--- src/rtl/string_hw_pkg.sv ---
// Shared types and constants for the string fetch master.
package string_hw_pkg;

  localparam int WORD_W    = 32;
  localparam int ADDR_STEP = 4;

  typedef enum logic [1:0] {
    IDLE,
    ISSUE,
    DRAIN,
    DONE
  } fsm_state_e;

  // A word terminates the string when any of its byte lanes is zero.
  function automatic logic has_zero_byte(input logic [WORD_W-1:0] w);
    return (w[7:0] == 8'h00) || (w[15:8] == 8'h00) ||
           (w[23:16] == 8'h00) || (w[31:24] == 8'h00);
  endfunction

endpackage

--- src/rtl/string_fifo.sv ---
// Synchronous FIFO with occupancy count; write data visible one cycle after push.
module string_fifo #(
  parameter int DEPTH = 16,
  parameter int W     = 32,
  localparam int PTR_W = $clog2(DEPTH)
) (
  input  logic           clk,
  input  logic           rst,
  input  logic           push_i,
  input  logic [W-1:0]   data_i,
  input  logic           pop_i,
  output logic [W-1:0]   data_o,
  output logic           valid_o,
  output logic [PTR_W:0] count_o
);

  logic [W-1:0]     mem_q [DEPTH];
  logic [PTR_W-1:0] wr_q, rd_q;
  logic [PTR_W:0]   cnt_q;
  logic             do_pop;

  assign do_pop  = pop_i && (cnt_q != '0);
  assign valid_o = (cnt_q != '0);
  assign data_o  = valid_o ? mem_q[rd_q] : '0;
  assign count_o = cnt_q;

  always_ff @(posedge clk) begin
    if (push_i) mem_q[wr_q] <= data_i;
  end

  always_ff @(posedge clk or posedge rst) begin
    if (rst) begin
      wr_q  <= '0;
      rd_q  <= '0;
      cnt_q <= '0;
    end else begin
      if (push_i) wr_q <= wr_q + PTR_W'(1);
      if (do_pop) rd_q <= rd_q + PTR_W'(1);
      if (push_i && !do_pop)      cnt_q <= cnt_q + (PTR_W+1)'(1);
      else if (!push_i && do_pop) cnt_q <= cnt_q - (PTR_W+1)'(1);
    end
  end

  // The master's credit scheme must never push into a full FIFO without a pop.
  assert property (@(posedge clk) disable iff (rst)
    !(push_i && (cnt_q == (PTR_W+1)'(DEPTH)) && !do_pop));

endmodule

--- src/rtl/string_fetch_master.sv ---
// Avalon-MM read master: fetches word_count words from base_addr into an output FIFO.
// Optional STRING_FETCH_NULL_STOP_EN stops the fetch at the first word holding a zero byte.
module string_fetch_master
  import string_hw_pkg::*;
#(
  parameter int ADDR_W     = 32,
  parameter int FIFO_DEPTH = 16,
  parameter int LEN_W      = 8
) (
  input  logic              clk,
  input  logic              reset,
  input  logic              start,
  input  logic [ADDR_W-1:0] base_addr,
  input  logic [LEN_W-1:0]  word_count,
  output logic              busy,
  output logic              done,
  output logic [ADDR_W-1:0] avm_address,
  output logic              avm_read,
  input  logic              avm_waitrequest,
  input  logic [WORD_W-1:0] avm_readdata,
  input  logic              avm_readdatavalid,
  output logic [WORD_W-1:0] out_data,
  output logic              out_valid,
  input  logic              out_ready,
  output logic              null_found
);

  localparam int CNT_W = $clog2(FIFO_DEPTH) + 1;

  fsm_state_e        state_q;
  logic [ADDR_W-1:0] addr_q;
  logic [LEN_W-1:0]  words_left_q, words_left_d;
  logic [CNT_W-1:0]  outst_q, outst_d;
  logic [CNT_W-1:0]  fifo_count;
  logic [CNT_W+1:0]  credit;
  logic              read_q, null_q, drop_q;
  logic              accept, rsp, push, pop, hit_null, stalled, can_issue;

  assign accept  = read_q && !avm_waitrequest;
  assign stalled = read_q && avm_waitrequest;
  assign rsp     = avm_readdatavalid && (state_q != IDLE) && (outst_q != '0);
  assign push    = rsp && !drop_q;
  assign pop     = out_valid && out_ready;

`ifdef STRING_FETCH_NULL_STOP_EN
  assign hit_null = rsp && !drop_q && has_zero_byte(avm_readdata);
`else
  assign hit_null = 1'b0;
`endif

  always_comb begin
    words_left_d = words_left_q;
    if (hit_null)                           words_left_d = '0;
    else if (accept && words_left_q != '0)  words_left_d = words_left_q - LEN_W'(1);
    outst_d = outst_q;
    if (accept && !rsp)      outst_d = outst_q + CNT_W'(1);
    else if (!accept && rsp) outst_d = outst_q - CNT_W'(1);
  end

  // Slots already committed next cycle: words held in the FIFO plus reads in flight.
  assign credit = (CNT_W+2)'(fifo_count) + (CNT_W+2)'(outst_q)
                + (CNT_W+2)'(accept) - (CNT_W+2)'(pop);
  assign can_issue = (words_left_d != '0) && (credit < (CNT_W+2)'(FIFO_DEPTH));

  always_ff @(posedge clk or posedge reset) begin
    if (reset) begin
      state_q      <= IDLE;
      addr_q       <= '0;
      words_left_q <= '0;
      outst_q      <= '0;
      read_q       <= 1'b0;
      null_q       <= 1'b0;
      drop_q       <= 1'b0;
    end else begin
      words_left_q <= words_left_d;
      outst_q      <= outst_d;
      if (accept) addr_q <= addr_q + ADDR_W'(ADDR_STEP);
      if (hit_null) begin
        null_q <= 1'b1;
        drop_q <= 1'b1;
      end
      case (state_q)
        IDLE: begin
          read_q <= 1'b0;
          if (start) begin
            addr_q       <= base_addr;
            words_left_q <= word_count;
            null_q       <= 1'b0;
            drop_q       <= 1'b0;
            read_q       <= (word_count != '0);
            state_q      <= (word_count != '0) ? ISSUE : DONE;
          end
        end
        ISSUE: begin
          // A stalled request is held even if the fetch was cut short meanwhile.
          if (stalled) begin
            read_q <= 1'b1;
          end else begin
            read_q <= can_issue;
            if (words_left_d == '0) state_q <= DRAIN;
          end
        end
        DRAIN: begin
          read_q <= 1'b0;
          if (outst_q == '0 && !avm_readdatavalid) state_q <= DONE;
        end
        default: begin
          read_q  <= 1'b0;
          state_q <= IDLE;
        end
      endcase
    end
  end

  string_fifo #(
    .DEPTH (FIFO_DEPTH),
    .W     (WORD_W)
  ) u_fifo (
    .clk     (clk),
    .rst     (reset),
    .push_i  (push),
    .data_i  (avm_readdata),
    .pop_i   (pop),
    .data_o  (out_data),
    .valid_o (out_valid),
    .count_o (fifo_count)
  );

  assign busy        = (state_q != IDLE);
  assign done        = (state_q == DONE);
  assign avm_read    = read_q;
  assign avm_address = addr_q;
  assign null_found  = null_q;

endmodule

--- config.mk ---
export PLATFORM = sky130hd
export DESIGN_NAME = string_fetch_master
export DESIGN_NICKNAME = d
export VERILOG_FILES = /design/src/rtl/string_hw_pkg.sv /design/src/rtl/string_fifo.sv /design/src/rtl/string_fetch_master.sv
export SDC_FILE = /design/constraint.sdc
export NUM_CORES = 1
export LEC_CHECK = 0
export BUFFER_PORTS_ARGS = -buffer_cell sky130_fd_sc_hd__buf_2
export CAP_MARGIN = 20
export CORE_MARGIN = 2
export CORE_UTILIZATION = 50
export CTS_CLUSTER_DIAMETER = 200
export DETAILED_ROUTE_END_ITERATION = 10
export GPL_TIMING_DRIVEN = 0
export PLACE_DENSITY = 0.7
export SETUP_SLACK_MARGIN = 0.05
export SYNTH_ARGS = -nofsm -noshare
export SYNTH_HDL_FRONTEND = slang
export SYNTH_SLANG_ARGS = --single-unit
--- constraint.sdc ---
create_clock -name clk -period 4.8 [get_ports clk]
set_clock_uncertainty 0.1 [all_clocks]
set_input_delay 0.72 -clock clk [delete_from_list [all_inputs] [get_ports clk]]
set_output_delay 0.72 -clock clk [all_outputs]
set_load 0.02 [all_outputs]
* Word level (Yosys, flattened, before mapping)
Memory sizes are Yosys's and may differ from the RTL's.
Index checks and enable logic that the tools add are counted.
** Word-level totals
- Register bits after elaboration :: 61
- Bits in latches :: 0
- RAM bits :: 512
- Bits in read-only memories :: 0
- Input port bits :: 78
- Output and inout bits :: 69
- Logic and storage cells :: 80
- Memories kept :: 1
** Cells by class
- $add $sub $neg :: 11
- Multipliers :: 0
- Div/mod/pow operators :: 0
- Order comparisons :: 1
- Equality and inequality tests :: 7
- Shift operators :: 0
- Muxes and demuxes :: 22
- Bitwise gates (word level) :: 0
- Reductions and logical operators :: 30
** Memories
- u_fifo.mem_q :: depth 16, bits a word 32, read ports 1, clocked after memory_dff 0, wr ports 1, line string_fifo.sv:17 : logic [W-1:0] mem_q [DEPTH];
** Operator list (count)
- 32-bit 2-to-1 mux :: 4
- 32-bit by 3-bit adder with 32-bit output, second input constant :: 1
- 8-bit 2-to-1 mux :: 3
- 8-bit nonzero test :: 3
- 5-bit 2-to-1 mux :: 4
- 1-bit logical AND :: 13
- 5-bit by 1-bit adder with 5-bit output, second input constant :: 2
- 2-bit 2-to-1 mux :: 5
- 5-bit nonzero test :: 2
- 5-bit by 1-bit subtractor with 5-bit output, second input constant :: 2
- 4-bit by 1-bit adder with 4-bit output, second input constant :: 2
- 8-bit zero test :: 1
- 2-bit != test, second input constant :: 4
- 8-bit by 1-bit subtractor with 8-bit output, second input constant :: 1
- 6-bit by 1-bit adder with 7-bit output :: 1
- 7-bit by 5-bit less-than comparator with 1-bit output, second input constant :: 1
- 7-bit by 1-bit subtractor with 7-bit output :: 1
- 5-bit by 5-bit adder with 6-bit output :: 1
- 2-bit case mux with 3 select lines :: 1
- 2-bit nonzero test :: 3
- 1-bit zero test :: 5
- 5-bit zero test :: 1
- 2-bit == test, second input constant :: 2
- 1-bit 2-to-1 mux :: 4
- 4 further kinds :: 4

* Logic depth before layout (Yosys ltp)
Gate-level depths: netlist of run 1.
- Depth after elaboration :: 8
- Gate-level depth with buffers :: 14
- Gate-level depth less buffers :: 14

* Cells and area by module
From an unflattened synthesis of run 1, not the netlist that was laid out.
** Second synthesis, totals
- Cells, all modules :: 1228
- Area total of the unflattened synthesis :: 23467.5 µm²
** By module, submodules not included
- string_fifo :: times used 1, cells each 871, area an instance 20349.5 µm²
- string_fetch_master :: times used 1, cells each 357, area an instance 3118.0 µm²

* Worst setup path before layout of run 1
No wires, ideal clock.
- Path kind :: flip-flop to output port
- Start :: register u_fifo.rd_q[0]
- End :: output port out_data[0]
- Arrival :: 2.196 ns
- Data required time :: 3.980 ns
- Setup slack :: 1.784 ns
- Stages on the path, launching flop included :: 6
- Path buffers :: 2
- Cell sequence :: dfrtp_1 -> clkbuf_1 -> buf_1 -> mux4_2 -> mux4_2 -> nor2b_1
** On the way
- Cells in the longest elaborated chain, start to end :: 2
** Ends and longest elaborated chain
- start: declaration :: line string_fifo.sv:18 : logic [PTR_W-1:0] wr_q, rd_q;
- start signal: assignment :: line string_fifo.sv:38 : if (do_pop) rd_q <= rd_q + PTR_W'(1);
- memory read 16 x 32 bit
- 32-bit 2-to-1 mux :: line string_fifo.sv:24 : assign data_o = valid_o ? mem_q[rd_q] : '0;
- end: declaration :: line string_fetch_master.sv:22 : output logic [WORD_W-1:0] out_data,
Every way passes these cells.

* Worst setup path after layout of run 1
- Start :: register u_fifo.rd_q[0]
- End :: output port out_data[27]
Same word-level chain as after synthesis.

==> flow_summary.json, run 1 <==
{
  "cp.required_ns": 3.98,
  "yosys_warnings": 0,
  "htree_levels": 2,
  "synth_ff_type": "edfxtp_1",
  "grt_max_degree": 35,
  "seq_area_frac_synth_pct": 72.8,
  "initial_core_util_pct": 50.9,
  "path_cells": "clkbuf_1, clkbuf_1, buf_2, mux4_2, mux4_2, nor2b_1, buf_2",
  "p_total_w": 0.0166,
  "cp.arrival_ns": 3.64,
  "die-height_um": 219,
  "synthAdderAreaFrac_pct": 1.79,
  "ys_types": 50,
  "numCtsBuffers": 57,
  "synth_top_area_share_pct": 66.2,
  "worst_slack_ns": 0.343,
  "clock_sinks": 573,
  "crit_slowest_cell": "mux4_2",
  "fillers": 3297,
  "finalNetCount": 1509,
  "synth_edf_count": 512,
  "clockRootBuffer": "clkbuf_16",
  "worstSetupPathType": "reg -> out",
  "cts_resized": 0,
  "finalSetupTns_ns": 0,
  "port_buffers": 145,
  "ys_ff_latch": 573,
  "max_stage_delay_ns": 0.57,
  "slew_headroom_pct": 35.7,
  "drive_gt1_share_pct": 31.1,
  "hold_violations": 0,
  "vias": 11858,
  "hold_path.class": "in -> async",
  "final_core_util_pct": 59.1,
  "ir_drop_mv": 0.454,
  "clk_pin_slew_worst_paths_ns": 0.06,
  "instances_no_fill": 2048,
  "synth_mux_area_share_pct": 16.1,
  "fmax_ghz": 0.224,
  "synth.top_cells.by_area": "edfxtp_1, mux4_2, dfrtp_1",
  "clkLatencyLatePin_ns": 0.60,
  "syn_nets": 1285,
  "synth-xor-area-share_pct": 1.77,
  "wirelength_um": 51000,
  "dr.pass1.iters": 5,
  "postCtsSetupBuffers": 0,
  "drcViolationCount": 0,
  "grt_antenna_before_repair": 4,
  "coreArea_sq_mm": 0.0456,
  "multiInputGateArea_sq_mm": 0.00598,
  "startpoint_type": "register",
  "worstPathMaxFanout": 10,
  "die-area_sq_mm": 0.0482,
  "seqCellArea_sq_mm": 0.0169,
  "period_share_pct": 92.9,
  "yosys.area_share.simple_pct": 4.27,
  "synthArstFlopShare_pct": 10.6,
  "dieWidth_um": 219,
  "globalRouteTotalUtil_pct": 21.8,
  "synth_compound_area_share_pct": 1.72,
  "power_leakage_nw": 9.12,
  "dp_hpwl_um": 32000,
  "area_growth_pct": 16.0,
  "yosysTopAreaCell": "edfxtp_1",
  "cts_tree": "built",
  "grt_pass1_wl_um": 76600,
  "final_common_cell": "edfxtp_1",
  "syn_area_per_cell_sq_um": 19.8,
  "slew_violations": 0,
  "via_per_inst": 5.79,
  "gp_congestion": 0.851,
  "ctsHoldBuffers": 0,
  "routedWlPerCell_um": 24.9,
  "num_rows": 78,
  "synthCells": 1175,
  "cp-end-kind": "primary output",
  "drv_cap": 0,
  "dp_cells": 1937,
  "overflow": 0,
  "crit_buf_inv": 4,
  "grt_pass1_vias": 12290,
  "ant_nets": 0,
  "dp_slack_ns": 0.944,
  "drt_iter0_markers": 1219,
  "clockBufferDepth": 3,
  "crit_family": "buffers and inverters",
  "io_pins": 147,
  "synth_top_family_by_area": "multiplexers",
  "syn-cell-area_sq_mm": 0.0232,
  "period_minus_slack_ns": 4.46,
  "status": "finished, final reports clean",
  "mostFrequentLayoutCells": "edfxtp_1, mux4_2, buf_2, nor2_1, dfrtp_1",
  "worst-slew-pin-transition_ns": 0.965,
  "finalSetupViolCount": 0,
  "rsz0062_at_grt": "false",
  "power.density_mw_per_mm2": 616
}
-- cells by family after synthesis --
group / count (synthesis)
DFF: 573
and+or+nand+nor: 194
muxes: 172
buffers and inverters: 88
AOI/OAI and AO/OA: 68
xor gates and xnor gates: 47
adders and majority gates: 32
other: 1
-- stage by stage --
stage                     hold slack, ns  area [sq um]
after floorplan                    0.378         23200
after global placement             0.384         24700
after detailed placement           0.396         25000
after CTS                          0.101         26900
after global routing               0.135         26900
final                              0.109         26900
-- layer usage --
layer	vias up	GRT usage (%)	wire [um]
met5	-	0	41
met4	6	5.43	1030
met3	73	4.17	3150
met2	391	36.7	25600
met1	6233	29.7	21200
li1	5155	-	-
-- state kept, by name (all words and copies together) (netlist names) --
| signal | flops |
|---|---|
| u_fifo.mem_q | 512 |
| avm_read | 1 |
| u_fifo.count_o | 5 |
| u_fifo.rd_q | 4 |
| state_q | 2 |
| avm_address | 32 |
| outst_q | 5 |
| u_fifo.wr_q | 4 |
| words_left_q | 8 |
-- worst reg2reg max path: cells and delay by family (launching register included) --
kind / cells / cell delay, ns
flip-flops: 1 / 0.41
AO/OA/AOI/OAI: 5 / 0.73
buffers and inverters: 3 / 0.32
adder cells (fa/ha/maj): 2 / 0.57
AND/OR/NAND/NOR: 4 / 1.50
-- where the power goes --
group	switching (W)	internal [W]	leakage [nW]
Combinational	0.00318	0.00262	2.91
Sequential	0.000368	0.00607	5.31
Clock	0.00185	0.00251	0.899
-- synth_stat cells (8+ instances only) --
master    count
a21oi_1      42
and2_1       17
buf_1         9
buf_2        10
clkbuf_1     31
dfrtp_1      61
edfxtp_1    512
ha_1         30
inv_1        34
mux4_2      160
nand2_1      28
nand3_1      16
nor2_1       63
nor2b_1      34
nor3_1        8
o21ai_0      10
xnor2_1      30
xor2_1       17
-- final timing paths --
| kind | start | to | slack, ns | depth (start not counted) |
|---|---|---|---|---|
| setup / recovery | u_fifo.rd_q[0]$_DFFE_PP0P_ | out_data[27] | 0.34 | 7 |
| hold / removal | reset | u_fifo.wr_q[0]$_DFFE_PP0P_ | 0.11 | 2 |
| setup reg to reg | u_fifo.count_o[2]$_DFFE_PP0P_ | avm_read$_DFF_PP0_ | 1.02 | 14 |
| hold reg to reg | avm_address[1]$_DFFE_PP0P_ | avm_address[1]$_DFFE_PP0P_ | 0.40 | 1 |
| max in group asynchronous | reset | avm_address[19]$_DFF_PP0_ | 3.86 | 3 |
| min in group clk | base_addr[1] | avm_address[1]$_DFFE_PP0P_ | 0.26 | 2 |
-- cell type report --
class | count | area share (%)
flip-flops and latches | 573 | 62.8
multi-input cells | 514 | 22.2
clock buffers | 66 | 5.46
repair buffers | 165 | 4.11
well taps | 600 | 2.79
clock inverters | 40 | 1.37
plain buffers | 52 | 0.799
inverters | 36 | 0.502
diodes | 2 | 0.0186
No activity file was read; power rests on OpenSTA's default activity.
==> run 2: changes to the inputs <==
REMOVE_ABC_BUFFERS = 1   (was unset)
==> run 2 against run 1 <==
Power fell by 0.11%. Critical path depth is 1 lower. Sequential power up 4.7%. Clock power is 4% higher. Wire length down 3.4%. Utilization grew 0.15 points. Largest power group unchanged.
==> flow_summary.json, run 2 (same netlist as run 1, synthesis figures left out) <==
{
  "ant_nets": 0,
  "finalSetupTns_ns": 0,
  "wirelength_um": 49300,
  "hold_path.class": "in -> async",
  "top_usage_layer": "met2",
  "overflow": 0,
  "cp-end-kind": "primary output",
  "slew_headroom_pct": 39.4,
  "grt.met1_usage_pct": 28.3,
  "grt_pass1_vias": 12222,
  "status": "finished, final reports clean",
  "area_growth_pct": 16.3,
  "period_share_pct": 90.5,
  "hold_violations": 0,
  "routedWlPerCell_um": 24.6,
  "die-height_um": 219,
  "startpoint_type": "register",
  "met2_usage_pct": 35.4,
  "dp_cells": 1893,
  "dieWidth_um": 219,
  "largest_register_ffs": 512,
  "final_common_cell": "edfxtp_1",
  "mostFrequentLayoutCells": "edfxtp_1, mux4_2, buf_2, nor2_1, clkbuf_16",
  "initial_core_util_pct": 50.9,
  "drcViolationCount": 0,
  "grt_pass1_wl_um": 74600,
  "cts_tree": "built",
  "grt_antenna_before_repair": 4,
  "power_leakage_nw": 9.10,
  "clk_pin_slew_worst_paths_ns": 0.06,
  "worstPathMaxFanout": 35,
  "via_per_inst": 5.82,
  "clockRootBuffer": "clkbuf_16",
  "vias": 11656,
  "met3_usage_pct": 4.42,
  "finalNetCount": 1462,
  "fmax_ghz": 0.230,
  "drv_cap": 0,
  "gp_congestion": 0.768,
  "cts_resized": 0,
  "port_buffers": 145,
  "slew_violations": 0,
  "dp_hpwl_um": 28500,
  "power.density_mw_per_mm2": 614,
  "globalRouteTotalUtil_pct": 21.1,
  "htree_levels": 2,
  "grt_max_degree": 62,
  "cp.required_ns": 3.98,
  "drt_iter0_markers": 919,
  "rsz0062_at_grt": "false",
  "worstSetupPathType": "reg -> out",
  "clkLatencyLatePin_ns": 0.62,
  "drive_gt1_share_pct": 32.4,
  "clockBufferDepth": 3,
  "postCtsSetupBuffers": 0,
  "period_minus_slack_ns": 4.34,
  "instances_no_fill": 2004,
  "numCtsBuffers": 57,
  "die-area_sq_mm": 0.0482,
  "cp.arrival_ns": 3.52,
  "top_register": "u_fifo.mem_q",
  "num_rows": 78,
  "clock_sinks": 573,
  "io_pins": 147,
  "coreArea_sq_mm": 0.0456,
  "dr.pass1.iters": 4,
  "ir_drop_mv": 0.423,
  "finalSetupViolCount": 0,
  "ctsHoldBuffers": 0,
  "worst-slew-pin-transition_ns": 0.909
}
## run 2: cell count changes in the layout (fill, tap and decap cells not counted), moves of 2 or more
| cell | delta |
|---|---|
| clkbuf_1 | -26 |
| buf_2 | -10 |
| buf_1 | -9 |
| clkinv_1 | -9 |
| clkinv_2 | -6 |
| clkinvlp_4 | +6 |
| buf_16 | +5 |
| dfrtp_1 | -4 |
| buf_12 | +3 |
| clkinv_4 | +3 |
| dfrtp_4 | +3 |
| buf_4 | -2 |
| buf_8 | -2 |
## run 2: worst paths after layout
path                                               to  cells after the start  slack (ns)                          start
hold / removal               avm_address[3]$_DFF_PP0_                      2        0.07                          reset
setup / recovery                          out_data[6]                      6        0.46     u_fifo.rd_q[0]$_DFFE_PP0P_
min in group clk            words_left_q[1]$_DFF_PP0_                      2        0.24                  word_count[1]
max in group asynchronous   avm_address[11]$_DFF_PP0_                      3        3.91                          reset
setup reg to reg                   avm_read$_DFF_PP0_                     14        1.46  u_fifo.count_o[0]$_DFFE_PP0P_
hold reg to reg            avm_address[0]$_DFFE_PP0P_                      1        0.41     avm_address[0]$_DFFE_PP0P_
## run 2: area by class of cell
type / instances / area (sq um)
Fill cell: 3245 / 18600
Clock buffer: 71 / 1500
Timing Repair Buffer: 170 / 1260
Antenna cell: 3 / 7.51
Tap cell: 600 / 751
Multi-Input combinational cell: 514 / 5990
Clock inverter: 37 / 439
Inverter: 36 / 135
Sequential cell: 573 / 16900
## run 2: stage by stage
step	power [W]	hold slack, ns	utilization [%]	setup slack (ns)	instance area, sq um
finish	0.0166	0.0714	59.2	0.458	27000
detailed placement	0.0122	0.398	55.0	1.01	25100
CTS	0.0168	0.0735	59.2	0.332	27000
global placement	0.0121	0.387	53.7	-4.85	24500
global route	0.0174	0.110	59.2	0.233	27000
floorplan	0.0108	0.378	-	-2.32	23000
## run 2: where the power goes
part | switching, W | total, W | internal [W] | leakage [nW]
Combinational | 0.00266 | 0.00530 | 0.00264 | 2.88
Clock | 0.00193 | 0.00455 | 0.00262 | 0.915
Sequential | 0.000658 | 0.00673 | 0.00607 | 5.31
## run 2: worst max-delay path: stages, from the launching register on
cell,delay [ns]
dfrtp_4,0.91
buf_16,0.32
buf_16,0.26
mux4_2,0.53
mux4_2,0.47
nor2b_1,0.19
buf_2,0.18
## run 2: layer usage
metal | vias up | wire length (um)
li1 | 5065 | -
met1 | 6093 | 19800
met2 | 422 | 24700
met3 | 74 | 3720
met4 | 2 | 966
met5 | - | 12
==> run 3: changes to the inputs <==
ABC_AREA = 1   (was unset)
==> run 3 against run 2 <==
Sequential share of layout area is 1.1 points lower. Largest cell class unchanged. Utilization is 1.4 points lower. Via count is 36% higher. Design area is 1.7% higher. Wire length is 18% higher.
==> flow_summary.json, run 3 <==
{
  "dp_cells": 2600,
  "worst-slew-pin-transition_ns": 0.992,
  "hold_violations": 0,
  "comb_power_share_pct": 37.4,
  "clock_sinks": 573,
  "cp-startpoint": "u_fifo.rd_q[1]$_DFFE_PP0P_",
  "dp_hpwl_um": 32300,
  "yosys.area_share.simple_pct": 10.4,
  "p_total_w": 0.0173,
  "pwr-share-seq_pct": 38.3,
  "fmax_ghz": 0.221,
  "path_cells": "buf_16, inv_6, buf_16, o21ai_0, o22ai_1, nor2_1, nor2_1, o21ai_0, a21oi_1, buf_2",
  "drcViolationCount": 0,
  "finalSetupTns_ns": 0,
  "synth_edf_count": 512,
  "swShare_pct": 39.1,
  "ir_drop_mv": 0.459,
  "overflow": 0,
  "synthArstFlopShare_pct": 10.6,
  "synth_compound_area_share_pct": 12.4,
  "cts_tree": "built",
  "ys_types": 48,
  "synthAdderAreaFrac_pct": 1.74,
  "power.density_mw_per_mm2": 629,
  "num_rows": 80,
  "seq_area_frac_synth_pct": 70.6,
  "top_register": "u_fifo.mem_q",
  "crit_slowest_cell": "dfrtp_4",
  "grt_pass1_vias": 16014,
  "die-height_um": 223,
  "startpoint_type": "register",
  "synth.top_cells.by_area": "edfxtp_1, dfrtp_1, o21ai_0",
  "ys_ff_latch": 573,
  "grt_antenna_before_repair": 5,
  "final_common_cell": "edfxtp_1",
  "instances_no_fill": 2707,
  "max_stage_delay_ns": 0.80,
  "clockRootBuffer": "clkbuf_16",
  "intPower_w": 0.0105,
  "hold_path.class": "in -> async",
  "ys_top_cells_by_count": "edfxtp_1, nor2_1, o21ai_0",
  "via_per_inst": 5.86,
  "drv_cap": 0,
  "vias": 15866,
  "port_buffers": 145,
  "clk_pin_slew_worst_paths_ns": 0.06,
  "gp_congestion": 0.838,
  "wirelength_um": 58400,
  "crit_buf_inv": 4,
  "coreArea_sq_mm": 0.0474,
  "yosys_warnings": 0,
  "routedWlPerCell_um": 21.6,
  "initial_core_util_pct": 50.4,
  "grt_max_degree": 93,
  "synth_ff_type": "edfxtp_1",
  "yosysMostFrequentCell": "edfxtp_1",
  "worstPathMaxFanout": 77,
  "drive_gt1_share_pct": 14.6,
  "grt_pass1_wl_um": 89000,
  "crit_family": "buffers and inverters",
  "clockBufferDepth": 3,
  "cp-end-kind": "primary output",
  "finalNetCount": 2156,
  "yosysTopAreaCell": "edfxtp_1",
  "cp.arrival_ns": 3.71,
  "period_minus_slack_ns": 4.53,
  "ant_nets": 0,
  "largest_register_ffs": 512,
  "timing.rr.start": "u_fifo.count_o[0]$_DFFE_PP0P_",
  "syn_area_per_cell_sq_um": 12.4,
  "clkLatencyLatePin_ns": 0.61,
  "dr.pass1.iters": 7,
  "switchingPower_w": 0.00675,
  "final_core_util_pct": 57.9,
  "synth-xor-area-share_pct": 1.46,
  "synth_mux_area_share_pct": 0,
  "synthCells": 1931,
  "dieWidth_um": 223,
  "synth_top_family_by_area": "compound AO/OA/AOI/OAI gates",
  "syn-cell-area_sq_mm": 0.0239,
  "power_leakage_nw": 9.57,
  "numCtsBuffers": 57,
  "die-area_sq_mm": 0.0496,
  "period_share_pct": 94.3,
  "slew_violations": 0,
  "finalSetupViolCount": 0,
  "area_growth_pct": 14.7,
  "mostFrequentLayoutCells": "edfxtp_1, nor2_1, o21ai_0, buf_2, nand2_1",
  "clock_power_share_pct": 24.3,
  "cp.required_ns": 3.98,
  "ctsHoldBuffers": 0,
  "io_pins": 147,
  "synth_top_area_share_pct": 64.2,
  "holdWs_ns": 0.164,
  "drt_iter0_markers": 1596,
  "htree_levels": 2,
  "fillers": 3680,
  "globalRouteTotalUtil_pct": 23.4,
  "slew_headroom_pct": 33.9,
  "rsz0062_at_grt": "false",
  "status": "finished, final reports clean",
  "worstSetupPathType": "reg -> out"
}
[run 3: changes by cell type after synthesis, moves of 53 or more]
cell | previous run | this run
nor2_1 | 63 | 361
o221ai_1 | 1 | 98
o21ai_0 | 10 | 281
mux4_2 | 160 | 0
nand2_1 | 28 | 112
nand3_1 | 16 | 69
[run 3: per-layer routing]
metal	GRT usage [%]	up-vias	share of wire, %
met4	8.96	8	2.9
met1	29.9	7716	40
met3	4.56	149	7.9
li1	-	7304	-
met5	0	-	0.060
met2	39.6	689	49
[run 3: cell families (layout without fill, tap and decap cells)]
kind of cell             count (synthesis)  after routing
AO/OA/AOI/OAI                          505            505
XOR/XNOR                                40             40
adder cells (fa/ha/maj)                 32             32
buffers and inverters                  195            355
flip-flops                             573            573
other                                    1              2
AND/OR/NAND/NOR                        585            585
[run 3: worst paths after layout]
| path | end | slack [ns] | cells past startpoint |
|---|---|---|---|
| worst max-delay path | out_data[9] | 0.27 | 10 |
| worst min-delay path | avm_address[0]$_DFFE_PP0P_ | 0.16 | 2 |
| worst max register to register | avm_read$_DFF_PP0_ | 1.63 | 14 |
| worst min register to register | outst_q[4]$_DFFE_PP0P_ | 0.38 | 1 |
| max in group asynchronous | avm_address[22]$_DFF_PP0_ | 3.79 | 3 |
| min in group clk | avm_address[1]$_DFFE_PP0P_ | 0.20 | 3 |
[run 3: what timing repair did]
item                       4_1_cts  5_1_grt
setup endpoints to repair        6       12
buffers inserted                 0        1
cloned                           1        0
resized for setup                0        2
[run 3: per-stage QoR]
stage	setup WS, ns	area (sq um)
floorplan	-3.85	23400
global placement	-10.28	24900
detailed placement	0.635	25600
CTS	0.158	27400
global route	0.102	27500
finish	0.272	27500
[run 3: area by class of cell]
| cell class | instances | area [sq um] | share of cell area (%) |
|---|---|---|---|
| Inverter | 77 | 312 | 1.13 |
| Sequential cell | 573 | 16900 | 61.6 |
| Clock inverter | 29 | 230 | 0.838 |
| Multi-Input combinational cell | 1163 | 6340 | 23.1 |
| Clock buffer | 75 | 1520 | 5.52 |
| Tap cell | 615 | 769 | 2.80 |
| Antenna cell | 1 | 2.50 | 0.00911 |
| Timing Repair Buffer | 174 | 1380 | 5.02 |
[run 3: power groups by stage]
stage	clock (W)	sequential (W)	combinational (W)
floorplan	0	0.00687	0.00380
global placement	0	0.00704	0.00545
detailed placement	0	0.00674	0.00629
CTS	0.00426	0.00665	0.00638
global route	0.00445	0.00668	0.00714
finish	0.00419	0.00661	0.00645
